--- src/rtl/mcp_formulation_pkg.sv ---
// Shared types and constants for the MCP capture-side stage.
package mcp_formulation_pkg;

   typedef enum logic [1:0] {
      FSM_IDLE = 2'd0,
      FSM_FULL = 2'd1,
      FSM_ACK  = 2'd2
   } c_fsm_t;

   localparam int unsigned ACK_CNT_W = 4;

endpackage

--- src/rtl/sync_ff_n.sv ---
// Two-flop synchroniser for a single-bit level crossing into the clk domain.
module sync_ff_n (
   input  logic clk,
   input  logic rst,
   input  logic d,
   output logic q
);

   logic meta;

   always_ff @(posedge clk or negedge rst) begin
      if (!rst) begin
         meta <= 1'b0;
         q    <= 1'b0;
      end else begin
         meta <= d;
         q    <= meta;
      end
   end

endmodule

--- src/rtl/mcp_formulation_c.sv ---
// MCP capture stage: synchronises the launch valid, captures the held launch word,
// hands it to a local consumer and returns a stretched acknowledge.
module mcp_formulation_c
   import mcp_formulation_pkg::*;
#(
   parameter int unsigned W     = 32,
   parameter int unsigned ACK_W = 2
) (
   input  logic         c_clk,
   input  logic         c_rst,
   input  logic [W-1:0] sync_l_out_r,
   input  logic         sync_l_out_valid_r,
   output logic         sync_c_ack_r,
   output logic [W-1:0] c_out_r,
   output logic         c_out_valid_r,
   input  logic         c_out_ready,
   output logic         c_busy_r,
   output logic         c_err_r
);

   // Counter runs ACK_W-1 .. 0 while in ACK, giving exactly ACK_W high cycles.
   localparam logic [ACK_CNT_W-1:0] ACK_LOAD = ACK_CNT_W'(ACK_W - 1);

   c_fsm_t               state_q, state_d;
   logic [ACK_CNT_W-1:0] cnt_q, cnt_d;
   logic [W-1:0]         out_d;
   logic                 valid_d, ack_d, err_d;
   logic                 s2, s3, xfer_ev;

   sync_ff_n u_sync_valid (
      .clk (c_clk),
      .rst (c_rst),
      .d   (sync_l_out_valid_r),
      .q   (s2)
   );

   always_ff @(posedge c_clk or negedge c_rst) begin
      if (!c_rst) begin
         s3 <= 1'b0;
      end else begin
         s3 <= s2;
      end
   end

   assign xfer_ev = s2 & ~s3;

   always_comb begin
      state_d = state_q;
      cnt_d   = cnt_q;
      out_d   = c_out_r;
      valid_d = c_out_valid_r;
      ack_d   = sync_c_ack_r;
      err_d   = c_err_r;
      case (state_q)
         FSM_IDLE: begin
            if (xfer_ev) begin
               out_d   = sync_l_out_r;
               valid_d = 1'b1;
               state_d = FSM_FULL;
            end
         end
         FSM_FULL: begin
            if (xfer_ev) begin
               err_d = 1'b1;
            end
            if (c_out_valid_r && c_out_ready) begin
               valid_d = 1'b0;
               ack_d   = 1'b1;
               cnt_d   = ACK_LOAD;
               state_d = FSM_ACK;
            end
         end
         FSM_ACK: begin
            // An event on the final ACK cycle still counts as a collision.
            if (xfer_ev) begin
               err_d = 1'b1;
            end
            if (cnt_q == '0) begin
               ack_d   = 1'b0;
               state_d = FSM_IDLE;
            end else begin
               cnt_d = cnt_q - 1'b1;
            end
         end
         default: begin
            valid_d = 1'b0;
            ack_d   = 1'b0;
            state_d = FSM_IDLE;
         end
      endcase
   end

   always_ff @(posedge c_clk or negedge c_rst) begin
      if (!c_rst) begin
         state_q       <= FSM_IDLE;
         cnt_q         <= '0;
         c_out_r       <= '0;
         c_out_valid_r <= 1'b0;
         sync_c_ack_r  <= 1'b0;
         c_busy_r      <= 1'b0;
         c_err_r       <= 1'b0;
      end else begin
         state_q       <= state_d;
         cnt_q         <= cnt_d;
         c_out_r       <= out_d;
         c_out_valid_r <= valid_d;
         sync_c_ack_r  <= ack_d;
         c_busy_r      <= (state_d != FSM_IDLE);
         c_err_r       <= err_d;
      end
   end

endmodule

--- config.mk ---
export PLATFORM = sky130hd
export DESIGN_NAME = mcp_formulation_c
export DESIGN_NICKNAME = d
export VERILOG_FILES = /design/src/rtl/mcp_formulation_pkg.sv /design/src/rtl/sync_ff_n.sv /design/src/rtl/mcp_formulation_c.sv
export SDC_FILE = /design/constraint.sdc
export NUM_CORES = 1
export LEC_CHECK = 0
export CORE_MARGIN = 5
export CORE_UTILIZATION = 39
export CTS_CLUSTER_DIAMETER = 50
export DETAILED_ROUTE_END_ITERATION = 10
export GPL_TIMING_DRIVEN = 0
export PLACE_DENSITY = 0.75
export SYNTH_ARGS = -nofsm -noshare
export SYNTH_HDL_FRONTEND = slang
export SYNTH_SLANG_ARGS = --single-unit
--- constraint.sdc ---
create_clock -name c_clk -period 1.6 [get_ports c_clk]
set_input_delay 0.32 -clock c_clk [delete_from_list [all_inputs] [get_ports c_clk]]
set_output_delay 0.32 -clock c_clk [all_outputs]
set_load 0.01 [all_outputs]
Word level (Yosys, flattened, before mapping):

Index checks and enable logic that the tools add are counted.

* flip-flop bits (word level): 45
* input bits: 36
* word-level logic and storage cells: 45

* add/subtract/negate cells: 1
* eq/ne operators: 6
* multiplexer cells: 13
* bitwise operators: 4
* reduce and logical (&&, ||, !) cells: 11

Operators with widths (number)
* AND reduction 3 bit: 3
* two-way mux 4 bit: 2
* != test 2 bit, second input constant: 4
* one-hot mux 4 bit (2 select lines): 1
* two-way mux 2 bit: 3
* one-hot mux 1 bit (3 select lines): 2
* one-hot mux 2 bit (3 select lines): 1
* zero test 4 bit: 1
* two-way mux 1 bit: 4
* AND reduction 2 bit: 2
* nonzero test 2 bit: 2
* subtractor 4 x 1 -> 4 bit, second input constant: 1
* NOT 1 bit: 3
* == test 2 x 1 -> 1 bit, second input constant: 1
* == test 2 bit, second input constant: 1
* zero test 2 bit: 1
* OR reduction 2 bit: 1
* AND 1 bit: 1
* logical AND 1 bit: 1

Depth between registers and ports, before layout:

Gate-level depths: netlist (run 1).

* depth after elaboration: 5
* depth in mapped cells: 6
* depth with buffers taken out: 5

Cells and area by module:

A second synthesis (run 1) with hierarchy kept.

* cell total of the unflattened synthesis: 136
* area, all modules: 1890.6 µm²

By module, submodules not included
* mcp_formulation_c: times used 1, cells each 134, area an instance 1840.5 µm², seq. area each 1076.0 µm²
* sync_ff_n: times used 1, cells each 2, area an instance 50.0 µm², seq. area each 50.0 µm²

Worst setup path after synthesis (run 1):

Ideal clock, no wire load.

* kind: register to register
* from: register cnt_q[0]
* to: register c_busy_r
* library setup time: 135 ps
* arrival time: 1422 ps
* required time: 1465 ps
* setup slack: 43 ps
* stages on the path, launching flop included: 6
* clock period less this slack: 1557 ps
* cell sequence: dfrtp_1 inv_1 ha_1 or3b_4 a211oi_1 o22ai_1

* word-level cells in the longest chain between the ends: 4

Ends and longest elaborated chain
* from (decl): RTL line mcp_formulation_c.sv:25 `logic [ACK_CNT_W-1:0] cnt_q, cnt_d;`
* from (signal assigned): RTL line mcp_formulation_c.sv:104 `cnt_q <= cnt_d;`
* zero test 4 bit: RTL line mcp_formulation_c.sv:78 `if (cnt_q == '0) begin`
* two-way mux 2 bit: RTL line mcp_formulation_c.sv:78
* one-hot mux 2 bit (3 select lines): RTL line mcp_formulation_c.sv:54 `case (state_q)`
* nonzero test 2 bit: RTL line mcp_formulation_c.sv:108 `c_busy_r <= (state_d != FSM_IDLE);`
* to (signal assigned): RTL line mcp_formulation_c.sv:108
* to (decl): RTL line mcp_formulation_c.sv:17 `output logic c_busy_r,`

No other way between the ends.
A chain may end at the register's enable or synchronous reset.

Final worst setup path (run 1):

* from: register cnt_q[1]
* to: register c_busy_r

The elaborated chain is that of the path after synthesis.

==> metrics.txt, run 1 <==
Clock Latency Late Sink=290 ps; clock power share=12.4%; WL final=4.30 mm; global-route wire length before repair=6.87 mm; Core Box Area=4720 um2; num rows=25; period utilization=99.3%; Final min period=1590 ps; register clock-pin slew on the reported worst setup and hold paths=80 ps; Worst-Margin Slew=432 ps; RSZ-0062 raised after global routing=yes; clk sinks=45; most area-hungry cell type in the Yosys netlist=dfrtp_1; num ports=72; Initial DRC Count=65; clk buf depth=2; CP max stage cell=dfrtp_1; Cell variety after synth=30; All-Layer GR Usage=14.2%; Pre-antenna DRT Iters=4; switching part of the total=33.0%; Commonest cells post-synth=45 x dfrtp_1, 32 x mux2_2, 7 x inv_1; Remaining DRCs=0; Leakage=1.24 nW; port bufs=71; max-slew violation count=0; clk root buf=clkbuf_8; worst endpoint required time=1770 ps; part of the Yosys area used for sequential elements=59.6%; via count=1,404; Synth Register Bits=45; largest cells by area after synthesis=dfrtp_1 60%, mux2_2 19%, ha_1 4.0%, inv_1 1.4%, o21ai_0 1.3%; Worst Setup Start Kind=flop; sum of negative setup slack=0 ps; total CTS buffers=5; CP bufs+invs=1; layout cells sized above 1=31.4%; crit end category=flop; Power Internal=3.68 mW; Power Density=1850 nW/um2; Slew HR=71.1%; largest net degree at the start of global routing=40; final instance area=2970 um2; ys async rst share=100%; Mapped Area=1890 um2; CP Max Fanout=5; wire length per cell=14.5 um; hold slack=353 ps; Die Wd=79.6 um; CP Class=flop to flop; Peak VDD IR=0.000967 V; initial antenna violation count=0; Post-synth EDFFs=0; Vias/cell=4.74; final net count=270; CTS tree=built; Die Ht=79.6 um; area share of the largest cell type after synthesis=59.6%; clk_skew=2.28 ps; Syn. warnings=0; status=finished, final reports clean; most frequent cell after synthesis=dfrtp_1; Primary FF master, synth=dfrtp_1; H-tree depth=2; Mean Syn Cell Area=13.9 um2; gpl congestion=0.728; syn nets=178; Gate Count Post-Synth=136; final count of hold timing violations=0; crit-path cells=inv_2, ha_4, or3b_4, a211oi_4, o22ai_2; f_max=630 MHz; # setup viols final=0; vias in the first global route=1,496; critical path's largest stage delay=420 ps; CP Data Arrival Time=1760 ps; Tightest Hold Check Type=flop to flop; delay-heaviest family, CP=flip-flops; Die Area=6340 um2; synthesis-to-finish area growth=56.8%; diode count=0; Design Power=5.48 mW; post-DP HPWL=3.04 mm; Max-Cap Viols=0; Comb pwr share=52.5%; part of the power in registers=35.0%; Routed Antenna Nets=0; Post-DP Area=2700 um2; global route overflow=0; initial core utilization=40.0%; Psw=1.81 mW
[layer usage]
layer | global-route usage [%] | wire, um | up-vias
li1 | - | - | 667
met1 | 15.2 | 1650 | 675
met2 | 23.3 | 2040 | 58
met3 | 7.90 | 550 | 4
met4 | 5.15 | 52 | 0
met5 | 0 | 0 | -
[state kept, by name, indices dropped and copies added (netlist names)]
name               cells
c_busy_r               1
c_err_r                1
c_out_r               32
c_out_valid_r          1
cnt_q                  4
s3                     1
state_q                2
sync_c_ack_r           1
u_sync_valid.meta      1
u_sync_valid.q         1
[worst register-to-register path, stage by stage (launching register included)]
cell,delay [ps]
dfrtp_1,420
inv_2,90
ha_4,130
or3b_4,420
a211oi_4,290
o22ai_2,110
[placed cells by master (no fill, tap or decap), drive strengths merged, types with 4 or more instances in the layout]
master	n
ha	6
nor2	4
mux2	32
o21ai	5
buf	17
inv	7
clkbuf	8
clkdlybuf4s50	70
dfrtp	45
[repair_timing]
action	in CTS	in global routing
pin swaps	2	3
gates resized for setup	7	15
hold buffers	1	0
hold endpoints to repair	6	0
setup endpoints to repair	34	37
setup buffers	7	5
[power by group through the flow]
| stage | clock network, mW | logic [mW] | registers [mW] |
|---|---|---|---|
| after floorplan | 0 | 1.04 | 2.16 |
| after global placement | 0 | 2.49 | 1.94 |
| after detailed placement | 0 | 2.52 | 1.96 |
| after CTS | 0.716 | 2.68 | 1.92 |
| after global routing | 0.765 | 3.12 | 2.00 |
| final | 0.683 | 2.88 | 1.92 |
[final cells by class]
cell class / instances / area (um2)
multi-input combinational: 80 / 778
clock inverter: 1 / 7.51
fill: 381 / 1760
timing repair buffer: 85 / 826
buffer: 4 / 41.3
clock buffer: 7 / 76.3
inverter: 7 / 26.3
sequential: 45 / 1130
tap: 67 / 83.8
[through the flow]
step | util [%] | setup slack (ps) | cells
floorplan | - | 42.9 | 136
global placement | 56.8 | -1090 | 274
detailed placement | 57.2 | -203 | 275
CTS | 60.7 | -2.00 | 291
global route | 62.8 | -30.8 | 296
finish | 62.8 | 11.5 | 296
[cell families after synthesis]
family	count (synthesis)	synth area share, %
buf+inv	11	2.45
simple gates	18	5.49
flops	45	59.6
compound gates	24	9.46
fa+ha+maj	6	3.97
mux	32	19.1
[final timing paths]
kind,from,end,slack (ps),depth (start not counted)
min in group asynchronous,c_rst,c_busy_r,400,2
worst min register to register,u_sync_valid.meta,u_sync_valid.q,350,0
worst max-delay path,cnt_q[1],c_busy_r,10,5
worst max register to register,cnt_q[1],c_busy_r,10,5
worst min-delay path,u_sync_valid.meta,u_sync_valid.q,350,0
max in group asynchronous,c_rst,c_out_r[31],760,3
No activity file was read; power rests on OpenSTA's default activity.
==> inputs of run 2 (changes only) <==
--- a/config.mk
+++ b/config.mk
@@ -10,7 +10,10 @@
 export CTS_CLUSTER_DIAMETER = 50
 export DETAILED_ROUTE_END_ITERATION = 10
 export GPL_TIMING_DRIVEN = 0
+export HOLD_SLACK_MARGIN = 0.1
 export PLACE_DENSITY = 0.75
+export SETUP_SLACK_MARGIN = 0.02
+export SLEW_MARGIN = 20
 export SYNTH_ARGS = -nofsm -noshare
 export SYNTH_HDL_FRONTEND = slang
 export SYNTH_SLANG_ARGS = --single-unit
==> run 2 against run 1 <==
  * Sequential power about the same
  * Combinational power down 3%
  * Wire length rose by 0.70%
  * Utilization increased by 0.29 points
  * Sequential cell count stayed put
==> metrics.txt, run 2 (same netlist as run 1, synthesis figures left out) <==
register area=1130 um2 (unchanged); total CTS buffers=5 (unchanged); register clock-pin slew on the reported worst setup and hold paths=80 ps (about the same); Worst Setup Start Kind=flop; num rows=25 (unchanged); Routed Antenna Nets=0 (unchanged); CP Class=flop to flop; Design Power=5.58 mW (+1.8%); Core Box Area=4720 um2 (unchanged); CTS tree=built; Die Wd=79.6 um (unchanged); Power Density=1870 nW/um2 (+1.3%); Pre-antenna DRT Iters=4 (unchanged); sum of negative setup slack=0 ps (unchanged); Largest regs=c_out_r x32, cnt_q x4, state_q x2; clk buf depth=2 (unchanged); HP Start=u_sync_valid.meta; global-route wire length before repair=6.93 mm (+1.0%); final count of hold timing violations=0 (unchanged); clock power share=15.7% (+3.3 points); critical path's largest stage delay=420 ps (about the same); clk_skew=2.73 ps (+0.446 ps); port bufs=71 (unchanged); Leakage=1.29 nW (+4.2%); worst endpoint required time=1810 ps (+40 ps); fill count=388 (+1.8%); commonest non-fill, non-tap cell in the layout=clkdlybuf4s50_1; Reg2Reg Setup Slack=60 ps (+50 ps); CP Max Fanout=5 (unchanged); max-slew violation count=0 (unchanged); CP Launch Point=cnt_q[1]; gpl congestion=0.728 (unchanged); switching part of the total=31.7% (-1.2 points); WL final=4.33 mm (+0.70%); wire length per cell=14.7 um (+1.4%); final net count=268 (-0.74%); Comb pwr share=49.9% (-2.6 points); Worst-Margin Slew=669 ps (+237 ps); Slew HR=55.4% (-16 points); Final min period=1540 ps (-46.3 ps); setup ws final=57.9 ps (+46.3 ps); initial antenna violation count=0 (unchanged); Largest Register=c_out_r; clk sinks=45 (unchanged); Peak VDD IR=0.00107 V (+11%); DP Worst Slack=-188 ps (+15.1 ps); num ports=72 (unchanged); Max-Cap Viols=0 (unchanged); post-DP HPWL=3.09 mm (+1.7%); Clock Latency Late Sink=290 ps (about the same); area of the multi-input gates=746 um2 (-4.2%); # setup viols final=0 (unchanged); layout cells sized above 1=30.8% (-0.60 points); CP max stage cell=or3b_4; CP Data Arrival Time=1750 ps (about the same); initial core utilization=40.0% (unchanged); Die Ht=79.6 um (unchanged); period utilization=96.4% (-2.9 points); crit end category=flop; hold slack=349 ps (-3.38 ps); hold depth=0 (unchanged); largest net degree at the start of global routing=29 (-28%); Critical R2R Launch=cnt_q[1]; Power Internal=3.81 mW (+3.6%); max reg flops=32 (unchanged); vias in the first global route=1,492 (-0.27%); global route overflow=0 (unchanged); Vias/cell=4.82 (+1.7%); crit-path cells=inv_1, ha_2, or3b_4, a211oi_2, a2bb2oi_1; Remaining DRCs=0 (unchanged); diode count=0 (unchanged); Tightest Hold Check Type=flop to flop; r2r endpoint=sync_c_ack_r; synthesis-to-finish area growth=57.6%; f_max=648 MHz (+3.0%); H-tree depth=2 (unchanged); All-Layer GR Usage=14.3% (+0.11 points); Die Area=6340 um2 (unchanged); Initial DRC Count=77 (+18%); commonest cells after routing, fill and taps aside=66 x clkdlybuf4s50_1, 45 x dfrtp_1, 32 x mux2_2, 9 x buf_4, 6 x clkbuf_8; Worst Reg-to-Reg Cells=5 (unchanged); via count=1,418 (+1.0%); status=finished, final reports clean; Psw=1.77 mW (-1.9%); Finished Core Util=63.1% (+0.29 points); RSZ-0062 raised after global routing=yes; clk root buf=clkbuf_8; part of the power in registers=34.4% (-0.6 points); Worst Hold End=u_sync_valid.q
-- run 2: changes by cell type in the layout (fill, tap and decap cells not counted), moves of 2 or more --
cell and delta:
buf_4 -3, buf_8 +2, clkdlybuf4s50_1 -4, dlymetal6s2s_1 +4, ha_2 +2, ha_4 -2
-- run 2: per-layer routing --
layer,track usage [%],wire length [um],part of all wire [%]
met4,4.12,50,1.2
met1,14.8,1630,38
met5,0,0,0
met3,9.59,610,14
met2,23.4,2030,47
-- run 2: area by class of cell --
type / count / area share, %
Inverter: 7 / 0.882
Clock buffer: 7 / 2.90
Sequential cell: 45 / 37.8
Clock inverter: 1 / 1.01
Multi-Input combinational cell: 80 / 25.0
Tap cell: 67 / 2.81
Timing Repair Buffer: 83 / 27.9
Buffer: 4 / 1.64
-- run 2: critical path: cells and delay by family (launching register included) --
family	cells	cell delay, ps
flip-flops	1	380
AND/OR/NAND/NOR	1	420
adder cells (fa/ha/maj)	1	170
buffers and inverters	1	80
AO/OA/AOI/OAI	2	420
-- run 2: stage by stage --
stage               cells  cell area [um2]
CTS                   291             2910
floorplan             136             1890
detailed placement    275             2710
finish                294             2980
global route          294             2980
global placement      274             2690
-- run 2: power by group through the flow --
| stage | clock, mW | combinational [mW] | sequential [mW] |
|---|---|---|---|
| floorplan | 0 | 1.04 | 2.16 |
| global placement | 0 | 2.49 | 1.94 |
| detailed placement | 0 | 2.52 | 1.97 |
| CTS | 0.908 | 2.70 | 1.91 |
| global route | 0.954 | 3.03 | 2.00 |
| finish | 0.877 | 2.79 | 1.92 |
-- run 2: how the worst max path moves through the flow --
stage / endpoint / cells past startpoint
after floorplan: c_busy_r / 5
after global routing: c_busy_r / 5
final: sync_c_ack_r / 5
after global placement: c_out_r[15] / 1
after detailed placement: c_out_r[4] / 5
after CTS: c_out_r[1] / 6
-- run 2: timing repair --
action                                  CTS  global route
hold buffers                              1             0
setup buffers                             6             3
resized for setup                        10            16
gates cloned                              1             0
hold endpoints to repair                 27             0
pin swaps                                 2             1
endpoints found under the setup margin   34            40
